File: config.mk
export PLATFORM = sky130hd
export DESIGN_NAME = pong_game_sequencer
export DESIGN_NICKNAME = d
export VERILOG_FILES = /design/src/rtl/pong_game_sequencer.sv
export SDC_FILE = /design/constraint.sdc
export NUM_CORES = 1
export LEC_CHECK = 0
export BUFFER_PORTS_ARGS = -buffer_cell sky130_fd_sc_hd__buf_2
export CAP_MARGIN = 20
export CORE_MARGIN = 2
export CORE_UTILIZATION = 43
export CTS_BUF_LIST = sky130_fd_sc_hd__clkbuf_4 sky130_fd_sc_hd__clkbuf_8
export DETAILED_ROUTE_END_ITERATION = 6
export GPL_TIMING_DRIVEN = 0
export SYNTH_ARGS = -nofsm -noshare
export SYNTH_HDL_FRONTEND = slang
export SYNTH_SLANG_ARGS = --single-unit
export TNS_END_PERCENT = 30
File: constraint.sdc
create_clock -name clk -period 2.25 [get_ports clk]
set_clock_uncertainty 0.2 [all_clocks]
set_input_delay 0 -clock clk [delete_from_list [all_inputs] [get_ports clk]]
set_output_delay 0 -clock clk [all_outputs]
set_load 0.1 [all_outputs]
File: src/rtl/pong_game_sequencer.sv
// pong_game_sequencer
//   Game-flow controller for the Pong display pipeline. Walks through the
//   MENU -> SERVE -> PLAY -> (SERVE | WIN) -> MENU screens, owns both score
//   counters, and drives the overlay and motion enables. All timing is in
//   frames, counted from the one-cycle frame_tick.
//
// Ports
//   clk          pixel clock (single domain)
//   rst          synchronous, active-high reset
//   frame_tick   one-cycle pulse at start of vertical blank
//   start_btn    debounced start button level (edge-detected here)
//   point_left   one-cycle pulse: left player scored
//   point_right  one-cycle pulse: right player scored
//   state        0 MENU, 1 SERVE, 2 PLAY, 3 WIN
//   game_run     ball/paddle motion enable
//   show_menu    blink-gated menu text enable
//   show_win     win text enable
//   winner       latched winner (0 left, 1 right)
//   score_left   left score
//   score_right  right score
//   score_clear  one-cycle pulse on MENU -> SERVE
module pong_game_sequencer #(
  parameter int WIN_SCORE    = 7,
  parameter int SERVE_FRAMES = 60,
  parameter int WIN_FRAMES   = 240,
  parameter int BLINK_FRAMES = 30
) (
  input  logic       clk,
  input  logic       rst,
  input  logic       frame_tick,
  input  logic       start_btn,
  input  logic       point_left,
  input  logic       point_right,
  output logic [1:0] state,
  output logic       game_run,
  output logic       show_menu,
  output logic       show_win,
  output logic       winner,
  output logic [3:0] score_left,
  output logic [3:0] score_right,
  output logic       score_clear
);

  typedef enum logic [1:0] {
    S_MENU  = 2'd0,
    S_SERVE = 2'd1,
    S_PLAY  = 2'd2,
    S_WIN   = 2'd3
  } state_t;

  // Timeouts fire on the tick that would bring the count to N, i.e. when the
  // counter already holds N-1.
  localparam logic [7:0] SERVE_LAST = 8'(SERVE_FRAMES - 1);
  localparam logic [7:0] WIN_LAST   = 8'(WIN_FRAMES - 1);
  localparam logic [7:0] BLINK_LAST = 8'(BLINK_FRAMES - 1);
  localparam logic [3:0] WIN_PTS    = 4'(WIN_SCORE);

  state_t     state_q, state_d;
  logic [7:0] frame_cnt_q, frame_cnt_d;
  logic [7:0] blink_cnt_q, blink_cnt_d;
  logic       blink_on_q, blink_on_d;
  logic       start_prev_q, start_prev_d;
  logic       winner_q, winner_d;
  logic [3:0] score_left_q, score_left_d;
  logic [3:0] score_right_q, score_right_d;
  logic       score_clear_q, score_clear_d;
  logic       game_run_q, game_run_d;
  logic       show_menu_q, show_menu_d;
  logic       show_win_q, show_win_d;

  logic       start_press;
  logic [3:0] left_inc, right_inc;

  assign start_press = start_btn & ~start_prev_q;
  assign left_inc    = score_left_q + 4'd1;
  assign right_inc   = score_right_q + 4'd1;

  always_comb begin
    state_d       = state_q;
    blink_cnt_d   = 8'd0;
    blink_on_d    = 1'b1;
    start_prev_d  = start_btn;
    winner_d      = winner_q;
    score_left_d  = score_left_q;
    score_right_d = score_right_q;
    score_clear_d = 1'b0;

    unique case (state_q)
      S_MENU: begin
        blink_cnt_d = blink_cnt_q;
        blink_on_d  = blink_on_q;
        if (start_press) begin
          // Start beats a coincident tick; blink restarts for the next menu.
          state_d       = S_SERVE;
          score_clear_d = 1'b1;
          score_left_d  = 4'd0;
          score_right_d = 4'd0;
          winner_d      = 1'b0;
          blink_cnt_d   = 8'd0;
          blink_on_d    = 1'b1;
        end else if (frame_tick) begin
          if (blink_cnt_q == BLINK_LAST) begin
            blink_cnt_d = 8'd0;
            blink_on_d  = ~blink_on_q;
          end else begin
            blink_cnt_d = blink_cnt_q + 8'd1;
          end
        end
      end
      S_SERVE: begin
        if (frame_tick && frame_cnt_q == SERVE_LAST) state_d = S_PLAY;
      end
      S_PLAY: begin
        // Left has priority; a simultaneous right point is dropped.
        if (point_left) begin
          score_left_d = left_inc;
          if (left_inc == WIN_PTS) begin
            state_d  = S_WIN;
            winner_d = 1'b0;
          end else begin
            state_d = S_SERVE;
          end
        end else if (point_right) begin
          score_right_d = right_inc;
          if (right_inc == WIN_PTS) begin
            state_d  = S_WIN;
            winner_d = 1'b1;
          end else begin
            state_d = S_SERVE;
          end
        end
      end
      S_WIN: begin
        if (start_press || (frame_tick && frame_cnt_q == WIN_LAST)) state_d = S_MENU;
      end
      default: state_d = S_MENU;
    endcase

    // Shared frame counter restarts on every state change, so a tick that
    // coincides with the change is not counted in the new state.
    if (state_d != state_q)  frame_cnt_d = 8'd0;
    else if (frame_tick)     frame_cnt_d = frame_cnt_q + 8'd1;
    else                     frame_cnt_d = frame_cnt_q;

    game_run_d  = (state_d == S_PLAY);
    show_menu_d = (state_d == S_MENU) && blink_on_d;
    show_win_d  = (state_d == S_WIN);
  end

  always_ff @(posedge clk) begin
    if (rst) begin
      state_q       <= S_MENU;
      frame_cnt_q   <= 8'd0;
      blink_cnt_q   <= 8'd0;
      blink_on_q    <= 1'b1;
      start_prev_q  <= 1'b1;
      winner_q      <= 1'b0;
      score_left_q  <= 4'd0;
      score_right_q <= 4'd0;
      score_clear_q <= 1'b0;
      game_run_q    <= 1'b0;
      show_menu_q   <= 1'b1;
      show_win_q    <= 1'b0;
    end else begin
      state_q       <= state_d;
      frame_cnt_q   <= frame_cnt_d;
      blink_cnt_q   <= blink_cnt_d;
      blink_on_q    <= blink_on_d;
      start_prev_q  <= start_prev_d;
      winner_q      <= winner_d;
      score_left_q  <= score_left_d;
      score_right_q <= score_right_d;
      score_clear_q <= score_clear_d;
      game_run_q    <= game_run_d;
      show_menu_q   <= show_menu_d;
      show_win_q    <= show_win_d;
    end
  end

  assign state       = state_q;
  assign game_run    = game_run_q;
  assign show_menu   = show_menu_q;
  assign show_win    = show_win_q;
  assign winner      = winner_q;
  assign score_left  = score_left_q;
  assign score_right = score_right_q;
  assign score_clear = score_clear_q;

endmodule

==> flow_metrics.env, run 1 <==
export IMPL_status="finished clean"
export IMPL_ys_ff_latch=33
export IMPL_fin_util=0.5421
export IMPL_path_max_fanout=3
export IMPL_core_area_sq_mm=0.003689
export IMPL_drtIter0Drc=74
export IMPL_p_leak_nw=0.8091
export IMPL_synth_top_family_by_area="simple AND/OR/NAND/NOR gates"
export IMPL_wire_per_inst_um=11.63
export IMPL_cts_htree_levels=2
export IMPL_synth_nets=210
export IMPL_postSynth_asyncResetShare=0
export IMPL_remaining_drc_errors=0
export IMPL_area_growth_pct=19.43
export IMPL_fin_total_pwr_w=0.001197
export IMPL_avgViaCountPerCell=5.184
export IMPL_gp_congestion=0.8076
export IMPL_cts_tree="built"
export IMPL_max_stage_delay_ns=0.53
export IMPL_slew_headroom=0.6749
export IMPL_switching_power_w=0.0002883
export IMPL_synth_fa_ha_area_frac=0.05232
export IMPL_vdd_drop_max_uv=310.6
export IMPL_syn_area_sq_mm=0.001674
export IMPL_setup_violations=0
export IMPL_switching_share=0.2408
export IMPL_period_share=0.9461
export IMPL_seqPwrFrac=0.505
export IMPL_required_ns=2.23
export IMPL_ctsRootBufferMaster="clkbuf_8"
export IMPL_yosys_mux_area_fraction=0.01196
export IMPL_grt_pass1_vias=1349
export IMPL_cp_slowest_cell="or4b_4"
export IMPL_worstSetupPathType="reg -> reg"
export IMPL_num_rows=22
export IMPL_die_h_um=66.40
export IMPL_yosys_warnings=0
export IMPL_powerDensity_mw_per_mm2=598.7
export IMPL_clkLatencyLatePin_ns=0.29
export IMPL_p_comb_frac=0.084
export IMPL_synth_compound_area_frac=0.1360
export IMPL_final_nets=241
export IMPL_ant_nets=0
export IMPL_postCtsSetupBuffers=0
export IMPL_arrival_ns=2.11
export IMPL_chipWidth_um=66.40
export IMPL_grt_pass1_wl_um=5706
export IMPL_cts_made_buffers=5
export IMPL_drive_above_1_share=0.1747
export IMPL_path_buf_inv=0
export IMPL_drt_pre_antenna_iters=4
export IMPL_synth_xor_area_frac=0.07848
export IMPL_grt_use_total=0.1696
export IMPL_hold_viol_final=0
export IMPL_power_internal_w=0.0009087
export IMPL_ys_seq_area_frac=0.3946
export IMPL_cp_start_kind="flip-flop"
export IMPL_path_delay_family="simple AND/OR/NAND/NOR gates"
export IMPL_grt_max_degree=11
export IMPL_max_cap_viol_count=0
export IMPL_grt_overflow_total=0
export IMPL_path_clk_slew_ns=0.07
export IMPL_antenna_cells=0
export IMPL_clock_path_buffers=2
export IMPL_ys_types=43
export IMPL_max_freq_mhz=469.8
export IMPL_drv_slew=0
export IMPL_netlist_instances=197
export IMPL_crit_chain="ha_1 > nand4_2 > or4b_4 > a211oi_2 > or2_2 > o21ba_1"
export IMPL_setup_tns_ns=0
export IMPL_min_path_type="reg -> reg"
export IMPL_dieArea_sq_mm=0.004408
export IMPL_final_cell_mix="nor2_1 (35), dfxtp_1 (29), buf_2 (21)"
export IMPL_via_count=1436
export IMPL_worst_hold_slack_ns=0.3160
export IMPL_antenna_found_initial=0
export IMPL_period_minus_slack_ns=2.129
export IMPL_endpoint_kind="flip-flop"
export IMPL_start_util=0.4539
export IMPL_final_common_cell="nor2_1"
export IMPL_tightest_slew_ns=0.4910
export IMPL_synth_edf_count=0
export IMPL_io_buffers=18
export IMPL_postRouteWirelength_um=3222
export IMPL_ys_dominant_reg_cell="dfxtp_1"
export IMPL_syn_avg_cell_area_sq_um=8.498
export IMPL_synth_simple_area_share=0.2997
export IMPL_dp_hpwl_um=2408
export IMPL_clock_sinks=33
export IMPL_num_io_pins=21
export IMPL_p_clk_frac=0.411
export IMPL_rsz0062_at_grt="no"
-- synth_stat cells, types with 6 or more instances --
| cell type | instances | area (sq um) |
|---|---|---|
| xnor2_1 | 6 | 52.55 |
| nor2_1 | 35 | 131.4 |
| dfxtp_1 | 33 | 660.6 |
| o21ai_0 | 6 | 30.03 |
| xor2_1 | 9 | 78.83 |
| ha_1 | 7 | 87.58 |
| nand2_1 | 15 | 56.30 |
| a21oi_1 | 10 | 50.05 |
-- worst register-to-register path, cell delays in order, from the launching register on --
cell      delay [ns]
dfxtp_1         0.38
ha_1            0.22
nand4_2         0.15
or4b_4          0.53
a211oi_2        0.25
or2_2           0.16
o21ba_1         0.14
-- power by group through the flow --
stage | Combinational [W] | Sequential (W) | Clock (W)
2_1_floorplan | 0.0000554 | 0.000634 | 0
3_3_place_gp | 0.0000909 | 0.000617 | 0
3_5_place_dp | 0.0000927 | 0.000618 | 0
4_1_cts | 0.000101 | 0.000605 | 0.000506
5_1_grt | 0.000111 | 0.000606 | 0.000529
6_report | 0.000101 | 0.000605 | 0.000492
-- state kept, by name, summed over array words and instances, names as in the netlist --
signal / flops
show_win: 1
blink_cnt_q: 8
frame_cnt_q: 8
game_run: 1
score_left: 4
blink_on_q: 1
winner: 1
start_prev_q: 1
state: 2
score_right: 4
score_clear: 1
show_menu: 1
-- final timing paths --
check	cells past startpoint	endpoint	startpoint	slack, ns
setup / recovery	6	show_win	frame_cnt_q[0]	0.12
hold / removal	2	winner	winner	0.32
setup reg to reg	6	show_win	frame_cnt_q[0]	0.12
hold reg to reg	2	winner	winner	0.32
-- per-stage QoR --
stage	instance area, sq um	setup WS, ns	std cells
after detailed placement	1829	0.1109	263
final	1999	0.1214	277
after global placement	1829	0.1661	263
after floorplan	1679	-0.1398	197
after CTS	1991	0.1031	277
after global routing	1999	0.009343	277
-- routing by layer --
metal  global-route usage  share of wire  routed length (um)
met5                    0              0                   0
met4              0.07653          0.020                  63
met3              0.05281          0.035                 113
met2               0.3000           0.50                1611
met1               0.1832           0.45                1434
-- kinds of logic after synthesis --
group | after synthesis
compound gates | 34
xor+xnor | 15
fa+ha+maj | 7
buf+inv | 11
flops | 33
mux | 2
simple gates | 95
-- what timing repair did --
item,4_1_cts,5_1_grt
endpoints found under the setup margin,0,4
resized for setup,0,1
endpoints found under the hold margin,12,0
hold buffers,6,0
-- layout make-up --
cell class | instances | area (sq um)
Fill cell | 334 | 1689
Tap cell | 48 | 60.06
Multi-Input combinational cell | 153 | 977.2
Buffer | 6 | 26.28
Inverter | 5 | 18.77
Timing Repair Buffer | 24 | 150.1
Clock buffer | 7 | 96.34
Sequential cell | 33 | 665.6
Clock inverter | 1 | 5.005
Note: power is estimated with default switching activity, not from simulation.
==> run 2: changes to the inputs <==
ABC_AREA = 1   (was default)
SLEW_MARGIN = 20   (was default)
==> flow_metrics.env, run 2 <==
export IMPL_status="finished clean"
export IMPL_netlist_instances=233
export IMPL_area_growth_pct=17.83
export IMPL_synth_top_area_frac=0.3973
export IMPL_synthTopCellsByArea="dfxtp_1 (40%), nand2_1 (11%), inv_1 (8.1%)"
export IMPL_fin_total_pwr_w=0.001209
export IMPL_period_minus_slack_ns=1.970
export IMPL_syn_area_sq_mm=0.001663
export IMPL_ys_ff_latch=33
export IMPL_largestRegisters="blink_cnt_q: 8 flops, frame_cnt_q: 8 flops"
export IMPL_synth_area_leader_cell="dfxtp_1"
export IMPL_clock_path_buffers=2
export IMPL_ant_nets=0
export IMPL_arrival_ns=1.94
export IMPL_dieArea_sq_mm=0.004380
export IMPL_yosysMostFrequentCell="nand2_1"
export IMPL_max_cap_viol_count=0
export IMPL_setup_tns_ns=0
export IMPL_drive_above_1_share=0.1698
export IMPL_fillers=391
export IMPL_vdd_drop_max_uv=359.7
export IMPL_dp_hpwl_um=2283
export IMPL_synthTopCellsByCount="nand2_1 (49), inv_1 (36), dfxtp_1 (33), nor2_1 (33), a21oi_1 (15)"
export IMPL_endpoint_kind="flip-flop"
export IMPL_reg2reg_from="state[1]"
export IMPL_slew_headroom=0.6732
export IMPL_min_delay_start="point_right"
export IMPL_ys_dominant_reg_cell="dfxtp_1"
export IMPL_num_io_pins=21
export IMPL_drt_pre_antenna_iters=4
export IMPL_stdcell_area_sq_mm=0.001959
export IMPL_chipWidth_um=66.19
export IMPL_rsz0062_at_grt="no"
export IMPL_antenna_cells=0
export IMPL_cts_htree_levels=2
export IMPL_final_cell_mix="nand2_1 (49), inv_1 (36), nor2_1 (33), dfxtp_1 (33), buf_2 (20)"
export IMPL_via_count=1431
export IMPL_p_leak_nw=0.8776
export IMPL_clock_sinks=33
export IMPL_path_clk_slew_ns=0.06
export IMPL_required_ns=2.22
export IMPL_worstSetupPathType="reg -> reg"
export IMPL_grt_overflow_total=0
export IMPL_synth_nets=246
export IMPL_powerDensity_mw_per_mm2=617.1
export IMPL_tightest_slew_ns=0.4936
export IMPL_cts_made_buffers=5
export IMPL_syn_avg_cell_area_sq_um=7.137
export IMPL_hold_viol_final=0
export IMPL_grt_max_degree=11
export IMPL_max_freq_mhz=507.7
export IMPL_critical_path_startpoint="state[1]"
export IMPL_num_rows=22
export IMPL_antenna_found_initial=0
export IMPL_post_cts_resized=0
export IMPL_start_util=0.4508
export IMPL_drtIter0Drc=63
export IMPL_ys_seq_area_frac=0.3973
export IMPL_cp_start_kind="flip-flop"
export IMPL_postSynth_asyncResetShare=0
export IMPL_io_buffers=19
export IMPL_wire_per_inst_um=9.684
export IMPL_min_path_type="in -> reg"
export IMPL_yosys_warnings=0
export IMPL_path_max_fanout=6
export IMPL_clkLatencyLatePin_ns=0.28
export IMPL_setup_violations=0
export IMPL_drv_slew=0
export IMPL_period_share=0.8755
export IMPL_grt_use_total=0.1655
export IMPL_ctsRootBufferMaster="clkbuf_8"
export IMPL_placed_area_sq_mm=0.001818
export IMPL_ys_types=25
export IMPL_grt_pass1_wl_um=5485
export IMPL_cts_tree="built"
export IMPL_final_common_cell="nand2_1"
export IMPL_postRouteWirelength_um=3031
export IMPL_avgViaCountPerCell=4.572
export IMPL_grt_pass1_vias=1328
export IMPL_final_nets=277
export IMPL_gp_congestion=0.7432
export IMPL_core_area_sq_mm=0.003689
export IMPL_synth_edf_count=0
export IMPL_remaining_drc_errors=0
export IMPL_die_h_um=66.19
-- run 2: cell types whose count changed after synthesis, sizes merged, moves of 5 or more --
| cell | before | now |
|---|---|---|
| nor3 | 3 | 9 |
| a21oi | 10 | 15 |
| xor2 | 9 | 3 |
| inv | 5 | 38 |
| nand3 | 5 | 15 |
| nand2b | 5 | 0 |
| nor2b | 5 | 0 |
| nand2 | 15 | 54 |
-- run 2: power by group --
| part | total, W | switching [W] | internal [W] |
|---|---|---|---|
| sequential | 0.000611 | 0.0000126 | 0.000599 |
| combinational | 0.000141 | 0.000104 | 0.0000375 |
| clock | 0.000456 | 0.000201 | 0.000256 |
-- run 2: path summary, 6_finish.rpt --
path | slack [ns] | to | cells after the start
worst max-delay path | 0.28 | score_left[2] | 8
worst min-delay path | 0.05 | score_right[3] | 6
worst max register to register | 0.28 | score_left[2] | 8
worst min register to register | 0.28 | blink_on_q | 2
-- run 2: cell type report --
class	count	area, sq um	area share
sequential	33	660.6	0.3372
clock buffer	8	91.34	0.04662
multi-input combinational	160	843.3	0.4304
buffer	2	16.27	0.008301
timing repair buffer	24	145.1	0.07407
inverter	38	142.6	0.07280
tap	48	60.06	0.03065
-- run 2: worst max-delay path: stages, from the launching register on --
cell and delay, ns:
dfxtp_1 0.40, nand2_2 0.11, nor2_1 0.24, inv_1 0.09, nand2_1 0.09, inv_1 0.07, nand2_1 0.06, a21oi_1 0.05
dlygate4sd3_1 0.54
-- run 2: layer usage --
metal	vias up	wire, um	track usage
met5	-	0	0
met4	0	55	0.07653
met3	5	148	0.06303
met2	19	1416	0.2838
met1	619	1410	0.1786
li1	788	-	-
-- run 2: kinds of logic (layout without fill, tap and decap cells) --
family / after synthesis / count (layout) / synth area share
XOR/XNOR: 8 / 8 / 0.04214
adder cells (fa/ha/maj): 7 / 7 / 0.05267
multiplexers: 1 / 1 / 0.006020
AND/OR/NAND/NOR: 120 / 120 / 0.3326
flip-flops: 33 / 33 / 0.3973
AO/OA/AOI/OAI: 24 / 24 / 0.07374
buffers and inverters: 40 / 72 / 0.09556
-- run 2: timing repair --
item,in CTS,in global routing
hold endpoints to repair,15,0
buffers inserted,0,0
hold buffers,5,0
-- run 2: per-stage QoR --
step	setup slack, ns	utilization	hold WS [ns]	std cells
finish	0.2802	0.5312	0.05476	313
global route	0.1631	0.5312	0.07656	313
CTS	0.2584	0.5312	0.04569	313
detailed placement	0.5814	0.4929	0.03011	300
global placement	0.6003	0.4929	0.02510	300
floorplan	0.03297	-	-0.08124	233
